===== src/rtl/led_session_controller.sv =====
// Button front-end and session sequencer for the LED pattern engine.
// Debounced start/stop/mode presses drive an IDLE/CLEAR/RUN/DONE session.
module led_session_controller #(
  parameter int DB_CYCLES  = 1_000_000,
  parameter int TICK_DIV   = 100_000_000,
  parameter int RUN_SECS   = 30,
  parameter int DONE_SECS  = 3,
  parameter int CLR_CYCLES = 4_194_304
) (
  input  logic       sys_clk,
  input  logic       sys_rst,
  input  logic       btn_start,
  input  logic       btn_stop,
  input  logic       btn_mode,
  output logic [1:0] mode,
  output logic       start,
  output logic       idle,
  output logic       mini_rst,
  output logic       busy,
  output logic [7:0] sec_left
);

  localparam int DBW = $clog2(DB_CYCLES + 1);
  localparam int TW  = (TICK_DIV > 1) ? $clog2(TICK_DIV) : 1;
  localparam int CW  = $clog2(CLR_CYCLES + 1);

  localparam logic [DBW-1:0] DB_LAST   = DBW'(DB_CYCLES - 1);
  localparam logic [TW-1:0]  TICK_LAST = TW'(TICK_DIV - 1);
  localparam logic [CW-1:0]  CLR_LAST  = CW'(CLR_CYCLES - 1);
  localparam logic [7:0]     RUN_LOAD  = 8'(RUN_SECS);
  localparam logic [7:0]     DONE_LOAD = 8'(DONE_SECS);

  typedef enum logic [1:0] {
    S_IDLE,
    S_CLEAR,
    S_RUN,
    S_DONE
  } state_t;

  // Bit order in all button vectors: [0]=start, [1]=stop, [2]=mode
  logic [2:0]     r_sync0;
  logic [2:0]     r_sync1;
  logic [2:0]     r_db_lvl;
  logic [2:0]     r_db_q;
  logic [2:0]     r_evt;
  logic [DBW-1:0] r_db_cnt [3];

  state_t         r_state;
  logic [1:0]     r_mode;
  logic           r_start;
  logic           r_idle;
  logic           r_mini_rst;
  logic           r_busy;
  logic [7:0]     r_sec_left;
  logic [7:0]     r_hold;
  logic [TW-1:0]  r_tick_cnt;
  logic [CW-1:0]  r_clr_cnt;

  logic           w_start_ev;
  logic           w_stop_ev;
  logic           w_mode_ev;
  logic           w_tick;
  logic [1:0]     w_mode_nxt;

  assign w_start_ev = r_evt[0];
  assign w_stop_ev  = r_evt[1];
  assign w_mode_ev  = r_evt[2];
  assign w_tick     = (r_tick_cnt == TICK_LAST);

  always_ff @(posedge sys_clk) begin
    if (sys_rst) begin
      r_sync0  <= '0;
      r_sync1  <= '0;
      r_db_lvl <= '0;
      r_db_q   <= '0;
      r_evt    <= '0;
      for (int i = 0; i < 3; i++) r_db_cnt[i] <= '0;
    end else begin
      r_sync0 <= {btn_mode, btn_stop, btn_start};
      r_sync1 <= r_sync0;
      r_db_q  <= r_db_lvl;
      r_evt   <= r_db_lvl & ~r_db_q;
      for (int i = 0; i < 3; i++) begin
        if (r_sync1[i] == r_db_lvl[i]) begin
          r_db_cnt[i] <= '0;
        end else if (r_db_cnt[i] == DB_LAST) begin
          r_db_lvl[i] <= r_sync1[i];
          r_db_cnt[i] <= '0;
        end else begin
          r_db_cnt[i] <= r_db_cnt[i] + DBW'(1);
        end
      end
    end
  end

  always_comb begin
    w_mode_nxt = 2'b10;
    unique case (r_mode)
      2'b01:   w_mode_nxt = 2'b10;
      2'b10:   w_mode_nxt = 2'b11;
      2'b11:   w_mode_nxt = 2'b01;
      default: w_mode_nxt = 2'b10;
    endcase
  end

  always_ff @(posedge sys_clk) begin
    if (sys_rst) begin
      r_state    <= S_IDLE;
      r_mode     <= 2'b10;
      r_start    <= 1'b0;
      r_idle     <= 1'b1;
      r_mini_rst <= 1'b0;
      r_busy     <= 1'b0;
      r_sec_left <= '0;
      r_hold     <= '0;
      r_tick_cnt <= '0;
      r_clr_cnt  <= '0;
    end else begin
      // Tick counter idles at 0; RUN/DONE hold branches reload it below
      r_tick_cnt <= '0;
      unique case (r_state)
        S_IDLE: begin
          if (w_mode_ev) r_mode <= w_mode_nxt;
          if (w_start_ev) begin
            r_state    <= S_CLEAR;
            r_idle     <= 1'b0;
            r_mini_rst <= 1'b1;
            r_busy     <= 1'b1;
            r_clr_cnt  <= '0;
          end
        end
        S_CLEAR: begin
          if (w_stop_ev) begin
            r_state    <= S_IDLE;
            r_idle     <= 1'b1;
            r_mini_rst <= 1'b0;
            r_busy     <= 1'b0;
          end else if (r_clr_cnt == CLR_LAST) begin
            r_state    <= S_RUN;
            r_mini_rst <= 1'b0;
            r_start    <= 1'b1;
            r_sec_left <= RUN_LOAD;
          end else begin
            r_clr_cnt <= r_clr_cnt + CW'(1);
          end
        end
        S_RUN: begin
          if (w_stop_ev) begin
            r_state    <= S_IDLE;
            r_start    <= 1'b0;
            r_idle     <= 1'b1;
            r_busy     <= 1'b0;
            r_sec_left <= '0;
          end else if (w_tick && r_sec_left <= 8'd1) begin
            r_state    <= S_DONE;
            r_start    <= 1'b0;
            r_sec_left <= '0;
            r_hold     <= DONE_LOAD;
          end else begin
            r_tick_cnt <= w_tick ? '0 : r_tick_cnt + TW'(1);
            if (w_tick) r_sec_left <= r_sec_left - 8'd1;
          end
        end
        S_DONE: begin
          if (w_stop_ev) begin
            r_state <= S_IDLE;
            r_idle  <= 1'b1;
            r_busy  <= 1'b0;
          end else if (w_start_ev) begin
            r_state    <= S_CLEAR;
            r_mini_rst <= 1'b1;
            r_clr_cnt  <= '0;
          end else if (w_tick && r_hold <= 8'd1) begin
            r_state <= S_IDLE;
            r_idle  <= 1'b1;
            r_busy  <= 1'b0;
          end else begin
            r_tick_cnt <= w_tick ? '0 : r_tick_cnt + TW'(1);
            if (w_tick) r_hold <= r_hold - 8'd1;
          end
        end
        default: begin
          r_state    <= S_IDLE;
          r_start    <= 1'b0;
          r_idle     <= 1'b1;
          r_mini_rst <= 1'b0;
          r_busy     <= 1'b0;
          r_sec_left <= '0;
        end
      endcase
    end
  end

  assign mode     = r_mode;
  assign start    = r_start;
  assign idle     = r_idle;
  assign mini_rst = r_mini_rst;
  assign busy     = r_busy;
  assign sec_left = r_sec_left;

endmodule


===== config.mk =====
export PLATFORM = sky130hd
export DESIGN_NAME = led_session_controller
export DESIGN_NICKNAME = d
export VERILOG_FILES = /design/src/rtl/led_session_controller.sv
export SDC_FILE = /design/constraint.sdc
export NUM_CORES = 1
export LEC_CHECK = 0
export BUFFER_PORTS_ARGS = -buffer_cell sky130_fd_sc_hd__buf_2
export CAP_MARGIN = 20
export CORE_AREA = 4 4 121 123
export CTS_CLUSTER_DIAMETER = 80
export DETAILED_ROUTE_END_ITERATION = 7
export DIE_AREA = 0 0 125 127
export GPL_TIMING_DRIVEN = 0
export MAX_ROUTING_LAYER = met4
export PLACE_DENSITY = 0.7
export SLEW_MARGIN = 40
export SYNTH_ARGS = -nofsm -noshare
export SYNTH_HDL_FRONTEND = slang
export SYNTH_SLANG_ARGS = --single-unit

===== constraint.sdc =====
create_clock -name sys_clk -period 7.25 [get_ports sys_clk]
set_input_delay 0 -clock sys_clk [delete_from_list [all_inputs] [get_ports sys_clk]]
set_output_delay 0 -clock sys_clk [all_outputs]
set_load 0.01 [all_outputs]

; ---- Yosys cells after proc, flatten, opt, wreduce, memory -nomap -nowiden
; Memories as Yosys holds them, arrays and structs flattened.
; Cells that the tools add are included.
[word_totals]
ff_bits = 89
ram_bits = 60
in_bits = 5
n_memories = 1
word_cells = 190
[memory_table]
columns = memory, words, word_bits, read_ports, rd_ports_with_merged_regs, write_ports, line_no
row1 = r_db_cnt, 3, 20, 3, 0, 3, 46  ; logic [DBW-1:0] r_db_cnt [3];
[classes]
addsub = 7
n_eq_ne = 30
bitwise = 14
mux = 101
magnitude_cmp = 2
reduce_logical = 18
[ops]
columns = cell, n
row1 = $mux 20, 9
row2 = $mux 27, 6
row3 = $mux 23, 4
row4 = $mux 8, 11
row5 = $pmux 23 s3, 1
row6 = $add 20x1->20 const B, 3
row7 = $eq 20x20->1 const B, 3
row8 = $pmux 27 s2, 1
row9 = $mux 1, 53
row10 = $pmux 8 s2, 2
row11 = $add 27x1->27 const B, 1
row12 = $eq 27x27->1 const B, 1
row13 = $add 23x1->23 const B, 1
row14 = $eq 23x22->1 const B, 1
row15 = $ne 2x2->1 const B, 10
row16 = $reduce_and 4->1, 5
row17 = $le 8x1->1 const B, 2
row18 = $mux 2, 8
row19 = $sub 8x1->8 const B, 2
row20 = $ne 3x3->1 const B, 4
row21 = $or 1x1->1, 9
row22 = $pmux 1 s3, 3
row23 = $eq 2x2->1 const B, 4
row24 = $ne 4x4->1 const B, 2
row25 = other kinds (17), 26

; ---- Longest topological paths before layout
[logic_depth]
ltp_word = 7
depth_mapped = 9
depth_no_buf = 8

; ---- Worst setup path after synthesis
; No wires, ideal clock.
[synth_timing]
path_kind = register to register
from = register r_tick_cnt[8]
to = register r_hold[1]
path_slack_ns = 4.873
setup_time_ns = 0.088
stages_incl_launch_ff = 7
required_time_ns = 7.162
n_path_buf = 0
period_less_slack_ns = 2.377
arrival_time_ns = 2.289
cell_sequence = dfxtp_1 > or4b_1 > or4_4 > a2111oi_4 > and2_4 > nor2_1 > a311oi_2
[synth_via]
elab_chain_len = 4
[synth_lines]
columns = item, line_no
row1 = from (decl), 56  ; logic [TW-1:0] r_tick_cnt;
row2 = from (signal assigned), 160  ; r_tick_cnt <= w_tick ? '0 : r_tick_cnt + TW'(1);
row3 = from (signal assigned), 178  ; r_tick_cnt <= w_tick ? '0 : r_tick_cnt + TW'(1);
row4 = $eq 27x27->1 (*), 68  ; assign w_tick = (r_tick_cnt == TICK_LAST);
row5 = "$logic_and 1x1->1, on equally long branches", "173, 154"
row6 = $ne 2x2->1 (no source line), --
row7 = $reduce_and 7->1 (no source line) (*), --
row8 = to (signal assigned), 179  ; if (w_tick) r_hold <= r_hold - 8'd1;
row9 = to (decl), 55  ; logic [7:0] r_hold;
; Every way passes the cells marked *; elsewhere a longest branch is shown, timed or not.
; A chain may end at the register's enable or synchronous reset.

; ---- Final worst setup path
; Same ends and word-level chain as after synthesis.

==> run summary <==
EDFF count, synth -> 60
Largest net degree at the start of global routing -> 17
Slew Limit Fails -> 0
Final hold vios -> 0
WP data arrival -> 2.93 ns
Tot GR Track Use -> 0.189
Gpl congestion -> 0.826
Post-Route WL -> 14.0 mm
TritonRoute pass-1 iters -> 6
1st-iter DRT viols -> 302
Vias per inst -> 5.25
DRC viols -> 0
Area Growth Syn to Fin -> 16.3%
ANT cells -> 0
IO Pins -> 19
Die height -> 127 um
Cell area after synthesis -> 7300 um^2
Ys async rst share -> 0
DRT antenna net count -> 0
Initial Utilization -> 0.534
Row count -> 43
Initial antenna violation count -> 0
Routed vias -> 5578
Type of the most critical hold path -> in2reg
Leading post-synthesis cells by cell area -> edfxtp_1 25%, dfxtp_1 24%, nor2_1 8.0%
Power Density -> 224 nW/um^2
Gr ovfl total -> 0
Worst-path fanout max -> 8
Post-synth top area share -> 0.247
Max-cap violations -> 0
Period utilization -> 0.359
Synthesized flop and latch total -> 149
TritonCTS buffer count -> 17
H-Tree Depth -> 4
Cell count after synthesis -> 769
Min Tclk post-route -> 2.60 ns
Post-Route Setup TNS -> 0 ns
Leakage -> 2.99 nW
Port-buffer cells -> 18
Crit path capture type -> flop
Post-synth top area cell -> edfxtp_1
Peak supply drop -> 0.174 mV
Clock Sinks -> 149
Nets@finish -> 888
Wire per inst -> 13.2 um
Mapped Avg Cell Area -> 9.49 um^2
Dpl hpwl -> 10.2 mm
Slew margin rel. -> 0.621
Layout cells sized above 1 -> 0.0714
Setup Fix Bufs, Post-CTS -> 0
First-pass GRT wire length -> 24.5 mm
Worst EP required -> 7.58 ns
RSZ-0062 raised after global routing -> false
Synth Flop Type -> dfxtp_1
Final instance area -> 8490 um^2
Die extent in x -> 125 um
CP Class -> reg2reg
Clock Path Buffers -> 2
Netlist cell types -> 59
Sequential element share of the synthesized area -> 0.491
Status -> completed
Clock Tree Root -> clkbuf_16
Die area -> 15900 um^2
Slew @ Worst Pin -> 0.564 ns
CTS clk-pin slew, worst paths -> 0.06 ns
FMAX -> 0.385 GHz
Placed Area -> 7840 um^2
Yosys Warn Count -> 0
Core footprint -> 13700 um^2
Skew-Pair Late Insertion Delay -> 0.42 ns
Setup violations, final -> 0
Vias in the first global route -> 5506
Final clock skew -> 0.00696 ns
Crit path launch type -> flop
Final Total Pwr -> 1.90 mW
TritonCTS clock tree -> done
what timing repair did:
item,4_1_cts,5_1_grt
setup endpoints to repair,0,0
resized for setup,0,0
hold buffers,4,0
hold endpoints to repair,4,0
cell usage in the layout (no fill, tap or decap), drive strengths merged, types with 5 or more instances in the layout:
cell type / count
nor4b: 5
xor2: 62
inv: 27
edfxtp: 60
or4: 7
nor3: 24
nand2b: 5
or3: 11
nand3b: 5
xnor2: 45
and3: 18
a21oi: 15
nand4: 27
buf: 23
conb: 60
ha: 14
nor4: 5
nand2: 45
clkbuf: 41
o21ai: 11
nor2b: 16
and4: 9
mux2i: 6
o32ai: 5
nor2: 155
dfxtp: 89
nand3: 40
critical path, stage by stage (launching register included):
cell and delay (ns):
dfxtp_1 0.36, or4b_1 0.58, or4_4 0.54, a2111oi_4 0.51, and2_4 0.25, nor2_1 0.05
a311oi_2 0.22
sequential cells by signal, indices dropped and copies added (netlist names), 2 cells and up:
register	count
r_clr_cnt	23
r_tick_cnt	27
r_sync0	3
r_evt	3
r_sync1	3
r_db_q	3
r_state	2
r_db_lvl	3
r_db_cnt	60
sec_left	8
mode	2
r_hold	8
Yosys cell counts, types with 5 or more instances:
cell type and n:
ha_1 14, a21oi_1 15, nand4_1 27, nand3b_1 5, xnor2_1 45, nand2_1 45, o21ai_0 8, or4_1 6
nor4b_1 5, edfxtp_1 60, inv_1 26, xor2_1 62, nor4_1 5, and3_1 18, and4_1 9, nand2b_1 5
nand3_1 40, o32ai_1 5, mux2i_1 6, nor2b_1 16, nor3_1 23, or3_1 11, nor2_1 155, clkbuf_1 15
dfxtp_1 89
power by group:
part           switching, mW  total, mW  internal [mW]  leakage (nW)
Combinational         0.0583     0.0968         0.0386          1.35
Clock                  0.331      0.887          0.556         0.300
Sequential            0.0213      0.914          0.893          1.34
layer usage:
metal,vias up,share of wire,global-route usage
li1,2830,-,-
met1,2639,0.46,0.224
met2,87,0.49,0.317
met3,22,0.030,0.0414
met4,0,0.020,0.0753
met5,-,0,-
cell type report:
cell class / count / area [um^2]
Multi-Input combinational cell: 633 / 3760
Buffer: 20 / 78.8
Clock buffer: 26 / 551
Sequential cell: 149 / 3580
Timing Repair Buffer: 22 / 130
Fill cell: 1139 / 5180
Inverter: 26 / 97.6
Tap cell: 180 / 225
Clock inverter: 6 / 61.3
worst paths after layout:
path | slack (ns) | endpoint | startpoint | cells past startpoint
setup reg to reg | 4.65 | r_hold[1] | r_tick_cnt[8] | 6
hold / removal | 0.37 | r_sync0[2] | btn_mode | 3
setup / recovery | 4.65 | r_hold[1] | r_tick_cnt[8] | 6
hold reg to reg | 0.38 | r_evt[0] | r_db_q[0] | 1
logic make-up after synthesis:
group / after synthesis / synth area share
mux: 7 / 0.00977
buf+inv: 46 / 0.0242
flops: 149 / 0.491
compound gates: 55 / 0.0542
other cells: 1 / 0.000514
xor+xnor: 107 / 0.128
fa+ha+maj: 14 / 0.0240
simple gates: 390 / 0.268
per-stage QoR:
| step | utilization | hold WS, ns | instances | setup WS [ns] |
|---|---|---|---|---|
| after floorplan | - | 0.128 | 828 | 4.87 |
| after global placement | 0.573 | 0.214 | 1026 | 4.72 |
| after detailed placement | 0.573 | 0.224 | 1026 | 4.68 |
| after CTS | 0.621 | 0.347 | 1062 | 4.66 |
| after global routing | 0.621 | 0.372 | 1062 | 4.43 |
| final | 0.621 | 0.371 | 1062 | 4.65 |
Power figures use the tool's default switching activity.
